`config.mk`:
```
export PLATFORM = sky130hd
export DESIGN_NAME = button_press_classifier_flat
export DESIGN_NICKNAME = d
export VERILOG_FILES = /design/src/rtl/button_press_classifier_if.sv /design/src/rtl/button_press_classifier.sv /design/src/flat_wrapper.sv
export SDC_FILE = /design/constraint.sdc
export NUM_CORES = 1
export LEC_CHECK = 0
export CAP_MARGIN = 20
export CORE_UTILIZATION = 35
export CTS_BUF_LIST = sky130_fd_sc_hd__clkbuf_16
export CTS_CLUSTER_DIAMETER = 100
export DETAILED_ROUTE_END_ITERATION = 6
export SLEW_MARGIN = 20
export SYNTH_ARGS = -nofsm -noshare
export SYNTH_HDL_FRONTEND = slang
export SYNTH_SLANG_ARGS = --single-unit
```
`constraint.sdc`:
```
create_clock -name clk -period 2.3 [get_ports clk]
set_input_delay 0.23 -clock clk [delete_from_list [all_inputs] [get_ports clk]]
set_output_delay 0.23 -clock clk [all_outputs]
set_load 0.005 [all_outputs]
```
`src/rtl/button_press_classifier_if.sv`:
```
// Gesture-classifier bus: debounced button level in, gesture pulses and
// status levels out. The master side drives the button level; the
// classifier is the slave.
interface button_press_classifier_if;
    logic debounced;
    logic single_press;
    logic double_press;
    logic long_press;
    logic held;
    logic busy;

    modport master (
        output debounced,
        input  single_press,
        input  double_press,
        input  long_press,
        input  held,
        input  busy
    );

    modport slave (
        input  debounced,
        output single_press,
        output double_press,
        output long_press,
        output held,
        output busy
    );
endinterface

```
`src/rtl/button_press_classifier.sv`:
```
// Classifies a debounced button level into single, double and long press
// events. Each event is a one-cycle registered pulse. Time is counted in
// prescaled ticks of TICK_DIV clock cycles.
module button_press_classifier #(
    parameter int TICK_DIV = 100_000,
    parameter int LONG_MS  = 1000,
    parameter int GAP_MS   = 250
) (
    input  logic                        clk,
    input  logic                        reset,
    button_press_classifier_if.slave    bus
);

    localparam int PRESC_W = (TICK_DIV > 1) ? $clog2(TICK_DIV) : 1;
    localparam int MAX_MS  = (LONG_MS > GAP_MS) ? LONG_MS : GAP_MS;
    localparam int MS_W    = $clog2(MAX_MS + 1);

    // Expiry of limit L falls on the edge where the prescaler is about to
    // wrap while the ms counter still reads L-1, i.e. edge L*TICK_DIV.
    localparam logic [PRESC_W-1:0] PRESC_LAST = PRESC_W'(TICK_DIV - 1);
    localparam logic [MS_W-1:0]    LONG_LAST  = MS_W'(LONG_MS - 1);
    localparam logic [MS_W-1:0]    GAP_LAST   = MS_W'(GAP_MS - 1);

    typedef enum logic [2:0] {
        IDLE,
        PRESS1,
        WAIT_GAP,
        PRESS2,
        LONG_HOLD
    } state_t;

    state_t               state;
    logic                 btn_q;
    logic [PRESC_W-1:0]   presc;
    logic [MS_W-1:0]      ms_cnt;
    logic                 single_q;
    logic                 double_q;
    logic                 long_q;
    logic                 held_q;
    logic                 busy_q;

    logic rise;
    logic fall;
    logic tick_wrap;
    logic long_expired;
    logic gap_expired;

    assign rise         = bus.debounced & ~btn_q;
    assign fall         = ~bus.debounced & btn_q;
    assign tick_wrap    = (presc == PRESC_LAST);
    assign long_expired = tick_wrap && (ms_cnt == LONG_LAST);
    assign gap_expired  = tick_wrap && (ms_cnt == GAP_LAST);

    assign bus.single_press = single_q;
    assign bus.double_press = double_q;
    assign bus.long_press   = long_q;
    assign bus.held         = held_q;
    assign bus.busy         = busy_q;

    // Edge register, timer and gesture FSM with registered outputs.
    always_ff @(posedge clk) begin
        if (reset) begin
            state    <= IDLE;
            // NOTE: btn_q loads the live level rather than 0 so a button
            // already held at reset release does not look like a fresh rise.
            btn_q    <= bus.debounced;
            presc    <= '0;
            ms_cnt   <= '0;
            single_q <= 1'b0;
            double_q <= 1'b0;
            long_q   <= 1'b0;
            held_q   <= 1'b0;
            busy_q   <= 1'b0;
        end else begin
            btn_q    <= bus.debounced;
            single_q <= 1'b0;
            double_q <= 1'b0;
            long_q   <= 1'b0;

            // NOTE: non-blocking assignments make the later clear on a state
            // transition override this advance within the same edge.
            if (state == PRESS1 || state == WAIT_GAP) begin
                if (tick_wrap) begin
                    presc  <= '0;
                    ms_cnt <= ms_cnt + MS_W'(1);
                end else begin
                    presc  <= presc + PRESC_W'(1);
                end
            end

            case (state)
                IDLE: begin
                    if (rise) begin
                        state  <= PRESS1;
                        busy_q <= 1'b1;
                        presc  <= '0;
                        ms_cnt <= '0;
                    end
                end
                PRESS1: begin
                    // Expiry wins over a release on the same edge.
                    if (long_expired) begin
                        state  <= LONG_HOLD;
                        long_q <= 1'b1;
                        held_q <= 1'b1;
                        presc  <= '0;
                        ms_cnt <= '0;
                    end else if (fall) begin
                        state  <= WAIT_GAP;
                        presc  <= '0;
                        ms_cnt <= '0;
                    end
                end
                WAIT_GAP: begin
                    // A second press wins over gap expiry on the same edge.
                    if (rise) begin
                        state  <= PRESS2;
                        presc  <= '0;
                        ms_cnt <= '0;
                    end else if (gap_expired) begin
                        state    <= IDLE;
                        single_q <= 1'b1;
                        busy_q   <= 1'b0;
                        presc    <= '0;
                        ms_cnt   <= '0;
                    end
                end
                PRESS2: begin
                    if (fall) begin
                        state    <= IDLE;
                        double_q <= 1'b1;
                        busy_q   <= 1'b0;
                    end
                end
                LONG_HOLD: begin
                    if (fall) begin
                        state  <= IDLE;
                        held_q <= 1'b0;
                        busy_q <= 1'b0;
                    end
                end
                default: begin
                    state  <= IDLE;
                    held_q <= 1'b0;
                    busy_q <= 1'b0;
                    presc  <= '0;
                    ms_cnt <= '0;
                end
            endcase
        end
    end

endmodule

```
`src/flat_wrapper.sv`:
```
// flat-port wrapper written by rule: the top's interface ports become plain ports
module button_press_classifier_flat 
#(
    parameter int TICK_DIV = 100_000,
    parameter int LONG_MS  = 1000,
    parameter int GAP_MS   = 250
)
  (clk, reset, bus_debounced, bus_single_press, bus_double_press, bus_long_press, bus_held, bus_busy);
  button_press_classifier_if bus_i ();
  input  logic clk;
  input  logic reset;
  input wire logic [$bits(bus_i.debounced)-1:0] bus_debounced;
  output wire logic [$bits(bus_i.single_press)-1:0] bus_single_press;
  output wire logic [$bits(bus_i.double_press)-1:0] bus_double_press;
  output wire logic [$bits(bus_i.long_press)-1:0] bus_long_press;
  output wire logic [$bits(bus_i.held)-1:0] bus_held;
  output wire logic [$bits(bus_i.busy)-1:0] bus_busy;
  assign bus_i.debounced = bus_debounced;
  assign bus_single_press = bus_i.single_press;
  assign bus_double_press = bus_i.double_press;
  assign bus_long_press = bus_i.long_press;
  assign bus_held = bus_i.held;
  assign bus_busy = bus_i.busy;
  button_press_classifier #(.TICK_DIV(TICK_DIV), .LONG_MS(LONG_MS), .GAP_MS(GAP_MS)) u_core (.clk(clk), .reset(reset), .bus(bus_i));
endmodule
```
Word-level counts from Yosys, hierarchy flattened
Cells that the tools add are included.
W data, S select, Z words.
{"block": "word_totals", "reg_bits": 36, "inputBits": 3, "elab_cells": 79}
{"block": "op_classes", "n_addsub": 2, "n_eq_ne": 15, "muxes": 33, "bitwise": 8, "reduce_logical": 12}
{"op": "$mux W17", "count": 7}
{"op": "$mux W10", "count": 7}
{"op": "$pmux W17 S4", "count": 1}
{"op": "$pmux W10 S4", "count": 1}
{"op": "$mux W3", "count": 6}
{"op": "$add A17 B1 Y17 const B", "count": 1}
{"op": "$eq A17 B17 Y1 const B", "count": 1}
{"op": "$pmux W3 S4", "count": 1}
{"op": "$add A10 B1 Y10 const B", "count": 1}
{"op": "$eq A10 B10 Y1 const B", "count": 1}
{"op": "$eq A10 B8 Y1 const B", "count": 1}
{"op": "$ne A2 B1 Y1 const B", "count": 5}
{"op": "$mux W1", "count": 8}
{"op": "$eq A3 B2 Y1 const B", "count": 2}
{"op": "$ne A3 B1 Y1 const B", "count": 2}
{"op": "$not A1 Y1", "count": 6}
{"op": "$reduce_or A2 Y1", "count": 3}
{"op": "$reduce_or A3 Y1", "count": 2}
{"op": "$reduce_and A5 Y1", "count": 1}
{"op": "$pmux W1 S4", "count": 1}
{"op": "$reduce_and A4 Y1", "count": 1}
{"op": "$eq A3 B1 Y1 const B", "count": 1}
{"op": "$eq A3 B3 Y1 const B", "count": 1}
{"op": "$logic_not A3 Y1", "count": 1}
{"op": "other kinds (6)", "count": 8}

Logic depth before layout (Yosys ltp)
{"block": "depth", "depth_word": 6, "ltp_mapped": 8, "ltp_nobuf": 6}

Least setup slack after synthesis
No wires, ideal clock.
{"block": "synth_path", "path_type": "reg-to-reg", "start": "reg u_core.presc[14]", "end": "reg u_core.state[0]", "setup_time_ps": 123, "arrival_ps": 2144, "t_required_ps": 2177, "slack_ps": 33, "path_stages_with_launch": 6, "path_buffers": 0, "path_cell_list": "dfxtp_1 -> or4_4 -> nor4_4 -> a41oi_2 -> nor3_1 -> mux2_1"}
{"block": "synth_between", "elab_chain_len": 4, "elab_cells_between_ends": 8, "classes_between": "eq/ne (3); mux (2); reduce/logical (3)"}
{"item": "start: declaration", "line_no": "button_press_classifier.sv:34", "text": "logic [PRESC_W-1:0] presc;"}
{"item": "start signal: assignment", "line_no": "button_press_classifier.sv:87", "text": "presc <= presc + PRESC_W'(1);"}
{"item": "$eq A17 B17 Y1 (*)", "line_no": "button_press_classifier.sv:50", "text": "assign tick_wrap = (presc == PRESC_LAST);"}
{"item": "$logic_and A1 B1 Y1, on equally long branches", "line_no": "button_press_classifier.sv:51, button_press_classifier.sv:52"}
{"item": "$ne A3 B1 Y1 (no source line) / $mux W3 (equally long branches)"}
{"item": "$reduce_and A4 Y1 (no source line) / $pmux W3 S4 (equally long branches)"}
{"item": "end signal: assignment", "line_no": "button_press_classifier.sv:63", "text": "state <= IDLE;"}
{"item": "end signal: assignment", "line_no": "button_press_classifier.sv:94", "text": "state <= PRESS1;"}
{"item": "end signal: assignment", "line_no": "button_press_classifier.sv:103", "text": "state <= LONG_HOLD;"}
{"item": "end: declaration", "line_no": "button_press_classifier.sv:32", "text": "state_t state;"}
Mark *: on every way between the ends. The rest lies on a longest branch, timed or not.
A chain may end at the register's enable or synchronous reset.

Worst setup path after layout
{"block": "layout_path", "start": "reg u_core.presc[8]", "end": "reg u_core.ms_cnt[1]"}
{"block": "layout_between", "elab_chain_len": 6, "elab_cells_between_ends": 11, "classes_between": "eq/ne (1); mux (8); reduce/logical (2)"}
{"item": "$eq A17 B17 Y1 (*)", "line_no": "button_press_classifier.sv:50"}
{"item": "$mux W10", "line_no": "button_press_classifier.sv:83", "text": "if (tick_wrap) begin"}
{"item": "$mux W10", "line_no": "button_press_classifier.sv:82", "text": "if (state == PRESS1 || state == WAIT_GAP) begin"}
{"item": "$mux W10, on equally long branches", "line_no": "button_press_classifier.sv:120, button_press_classifier.sv:108"}
{"item": "$mux W10, on equally long branches", "line_no": "button_press_classifier.sv:116, button_press_classifier.sv:102"}
{"item": "$pmux W10 S4 (*)", "line_no": "button_press_classifier.sv:91", "text": "case (state)"}
{"item": "end signal: assignment", "line_no": "button_press_classifier.sv:85", "text": "ms_cnt <= ms_cnt + MS_W'(1);"}
{"item": "end: declaration", "line_no": "button_press_classifier.sv:35", "text": "logic [MS_W-1:0] ms_cnt;"}
Marked as above.

==> impl_summary.md <==
Outcome
The run finished with clean final reports.

Placement
The post-detailed-placement cell area is 0.00209 mm^2. The final weighted congestion in routability-driven placement is 0.730. Once placement completed, the tool counted placed cells totaling 285. Port buffering added 7 buffers. The wire-length estimate of the detail-placed layout is 2540 um.

Clock network
The clock tree from TritonCTS is yes. The total clock buffers created by CTS is 5. The clock latency of the later-clocked register in the worst-skew pair is 0.28 ns. The number of clock sinks seen by CTS is 36. Clock-pin slew was measured on the worst setup and hold paths at 0.06 ns. The H-tree was split into 2 levels. The clock passes through at most 2 buffers. CTS placed an instance of sky130_fd_sc_hd__clkbuf_16 at the clock tree root.

Worst hold path
Counting instances, the worst hold path has a depth of 2. The kind of path behind the tightest hold check is reg2reg.

Detailed routing
In the final routed layout, each cell accounts on average for 12.5 um. For this block, the via count after detailed routing is 1476. The sum of routed wire length over all layers is 3680 um. For this block, the initial DRC count from the detailed router was 63. The post-detailed-route count of antenna-violating nets is 0. Dividing the detail-routed via count by the number of cells gives 5.02. The first-pass iteration count of the detailed router is 4. The total DRC errors in the routed layout is 0.

Yosys
The most used flip-flop cell after synthesis is sky130_fd_sc_hd__dfxtp_1. After synthesis the netlist holds a flip-flop and latch count of 36. The dominant cell type by area after synthesis is sky130_fd_sc_hd__dfxtp_1. The synthesized netlist occupies a cell area of 0.00188 mm^2. Ranked by instance count, the synthesized netlist is headed by sky130_fd_sc_hd__dfxtp_1 (36), sky130_fd_sc_hd__nor2_1 (20), sky130_fd_sc_hd__xor2_1 (16).

Counting distinct cell types in the post-synthesis netlist gives 39. The most common cell in the synthesized netlist is sky130_fd_sc_hd__dfxtp_1. The fraction of synthesis flops using an asynchronous set or reset pin is 0.

Counting flops with a built-in enable in the synthesized netlist gives 0. Yosys attributes the largest share of cell area to sky130_fd_sc_hd__dfxtp_1 (38%), sky130_fd_sc_hd__xor2_1 (7.5%), sky130_fd_sc_hd__nor3_2 (5.3%). The net count after synthesis is 212.

The average instance area after synthesis is 9.10 um^2. The sequential area share after synthesis is 0.384. For this run, the number of Yosys warnings is 0.

Synthesis produced a netlist whose cell count is 206. The share of synthesized area in the top cell type comes to 0.384.

STA
Setup repair after global routing left no endpoint under its margin. The relative slew slack is 0.618. The final hold violation count is 0. The tightest hold margin is 0.457 ns. The worst-margin pin slew is 0.568 ns. The final max-slew violation count came to 0. Setup violations remaining at the end of the flow were counted as 0. The accumulated negative setup slack is 0 ns.

Subtracting the final worst setup slack from the clock period gives 2.19 ns. The maximum clock frequency is 457 MHz. The final worst clock skew is 0.00509 ns. In the finished design, the share of the clock period the worst path needs comes to 0.952.

Die
After floorplanning, the core was divided into 26 placement rows. The height of the die is 75.2 um. The core region is 0.00514 mm^2.

The initial utilization of the core area, before any placement, comes to 0.365. The die outline area is 0.00566 mm^2. The die is 75.2 um wide.

8 I/O pins were placed.

Final layout
The layout overhead on the synthesized area is 19.7%. The register with the most flip-flops in the layout has 17 of them. The number of inserted diodes is 0. The largest registers in the layout are u_core.presc x17, u_core.ms_cnt x10, u_core.state x3. Summing all non-filler instances in the final layout gives an area of 0.00225 mm^2. In the final layout, the share of cells above drive strength 1 is 0.183. The net count of the finished layout is 229. More flip-flops sit in one register than any other, and that register is u_core.presc.

Leaving out filler cells and counting taps, the final layout contains 294.

GRT
The number of antenna violations at the first check in global routing is 0. The via count of the first global-routing pass is 1380. Across every metal layer, demand over resource in global routing totals 0.149. Entering global routing, the biggest net connects 28 pins. The aggregate global routing overflow is 0. The first-pass GRT wire length is 6180 um.

Power
In this run the power density over the cells is 600 mW/mm^2. The leakage power is 0.000780 uW. The maximum ir drop on the vdd rail is 0.382 mV.

Critical path
The worst setup path is of the reg2reg kind. The kind of launch point of the worst setup path is a flop. The critical-path maximum fanout is 27.

The element type at the critical path end is a flop. For the worst flop-to-flop path, the logic depth is 7. The arrival time at the worst endpoint is 2.35 ns. The endpoint required time on the critical path is 2.46 ns.

Flow run
Across the run, the number of max-cap violations was 0.
kinds of logic after synthesis:
kind of cell	Yosys count	synth area share
xor+xnor	27	0.126
buf+inv	14	0.0407
flops	36	0.384
simple gates	106	0.336
compound gates	16	0.0707
mux	4	0.0220
fa+ha+maj	3	0.0200
layout make-up:
type / count / area, um^2
tap: 70 / 87.6
fill: 543 / 2890
multi-input combinational: 156 / 1090
sequential: 36 / 721
timing repair buffer: 21 / 200
inverter: 3 / 11.3
clock inverter: 3 / 13.8
clock buffer: 5 / 125
per-layer routing:
| metal | GRT usage | share of wire | wire, um | up-vias |
|---|---|---|---|---|
| li1 | - | - | - | 770 |
| met1 | 0.183 | 0.51 | 1880 | 690 |
| met4 | 0.0741 | 0.018 | 67 | 0 |
| met3 | 0.0402 | 0.021 | 78 | 6 |
| met5 | 0 | 0 | 0 | - |
| met2 | 0.241 | 0.45 | 1660 | 10 |
where the power goes:
part | internal (uW) | total (uW) | switching [uW]
clock | 393 | 637 | 244
sequential | 629 | 636 | 6.74
combinational | 31.6 | 75.0 | 43.4
final timing paths:
check / startpoint / end / slack [ns]
min reg2reg: u_core.bus.held$_SDFFE_PP0P_ / u_core.bus.held$_SDFFE_PP0P_ / 0.46
max: u_core.presc[8]$_SDFF_PP0_ / u_core.ms_cnt[1]$_SDFF_PP0_ / 0.11
min: u_core.bus.held$_SDFFE_PP0P_ / u_core.bus.held$_SDFFE_PP0P_ / 0.46
max reg2reg: u_core.presc[8]$_SDFF_PP0_ / u_core.ms_cnt[1]$_SDFF_PP0_ / 0.11
repair_timing:
action                                  CTS  global route
setup buffers                             1             0
gates resized for setup                   1             1
pin swaps                                 2             1
hold buffers                              0             0
endpoints found under the setup margin    1            28
per-stage QoR:
stage	worst slack, ns	total power (uW)	utilization
after detailed placement	0.0345	724	0.407
after floorplan	0.0328	704	-
after global placement	0.0860	723	0.407
after CTS	0.0176	1360	0.436
final	0.111	1350	0.437
after global routing	0.00301	1400	0.437
critical path, cell delays in order, from the launching register on:
cell,delay [ns]
sky130_fd_sc_hd__dfxtp_1,0.33
sky130_fd_sc_hd__or4b_4,0.57
sky130_fd_sc_hd__nor4_4,0.27
sky130_fd_sc_hd__buf_4,0.17
sky130_fd_sc_hd__a41oi_2,0.17
sky130_fd_sc_hd__o31ai_4,0.25
sky130_fd_sc_hd__buf_12,0.22
sky130_fd_sc_hd__a211oi_1,0.07
cells in the final DEF (no fill, tap or decap), types with 10 or more instances in the layout:
cell,count
sky130_fd_sc_hd__buf_4,12
sky130_fd_sc_hd__dfxtp_1,36
sky130_fd_sc_hd__nand2_1,12
sky130_fd_sc_hd__nand3_1,11
sky130_fd_sc_hd__nand4_1,10
sky130_fd_sc_hd__nor2_1,20
sky130_fd_sc_hd__nor3_1,12
sky130_fd_sc_hd__nor3_2,11
sky130_fd_sc_hd__xnor2_1,11
sky130_fd_sc_hd__xor2_1,16
Power figures use the tool's default switching activity.
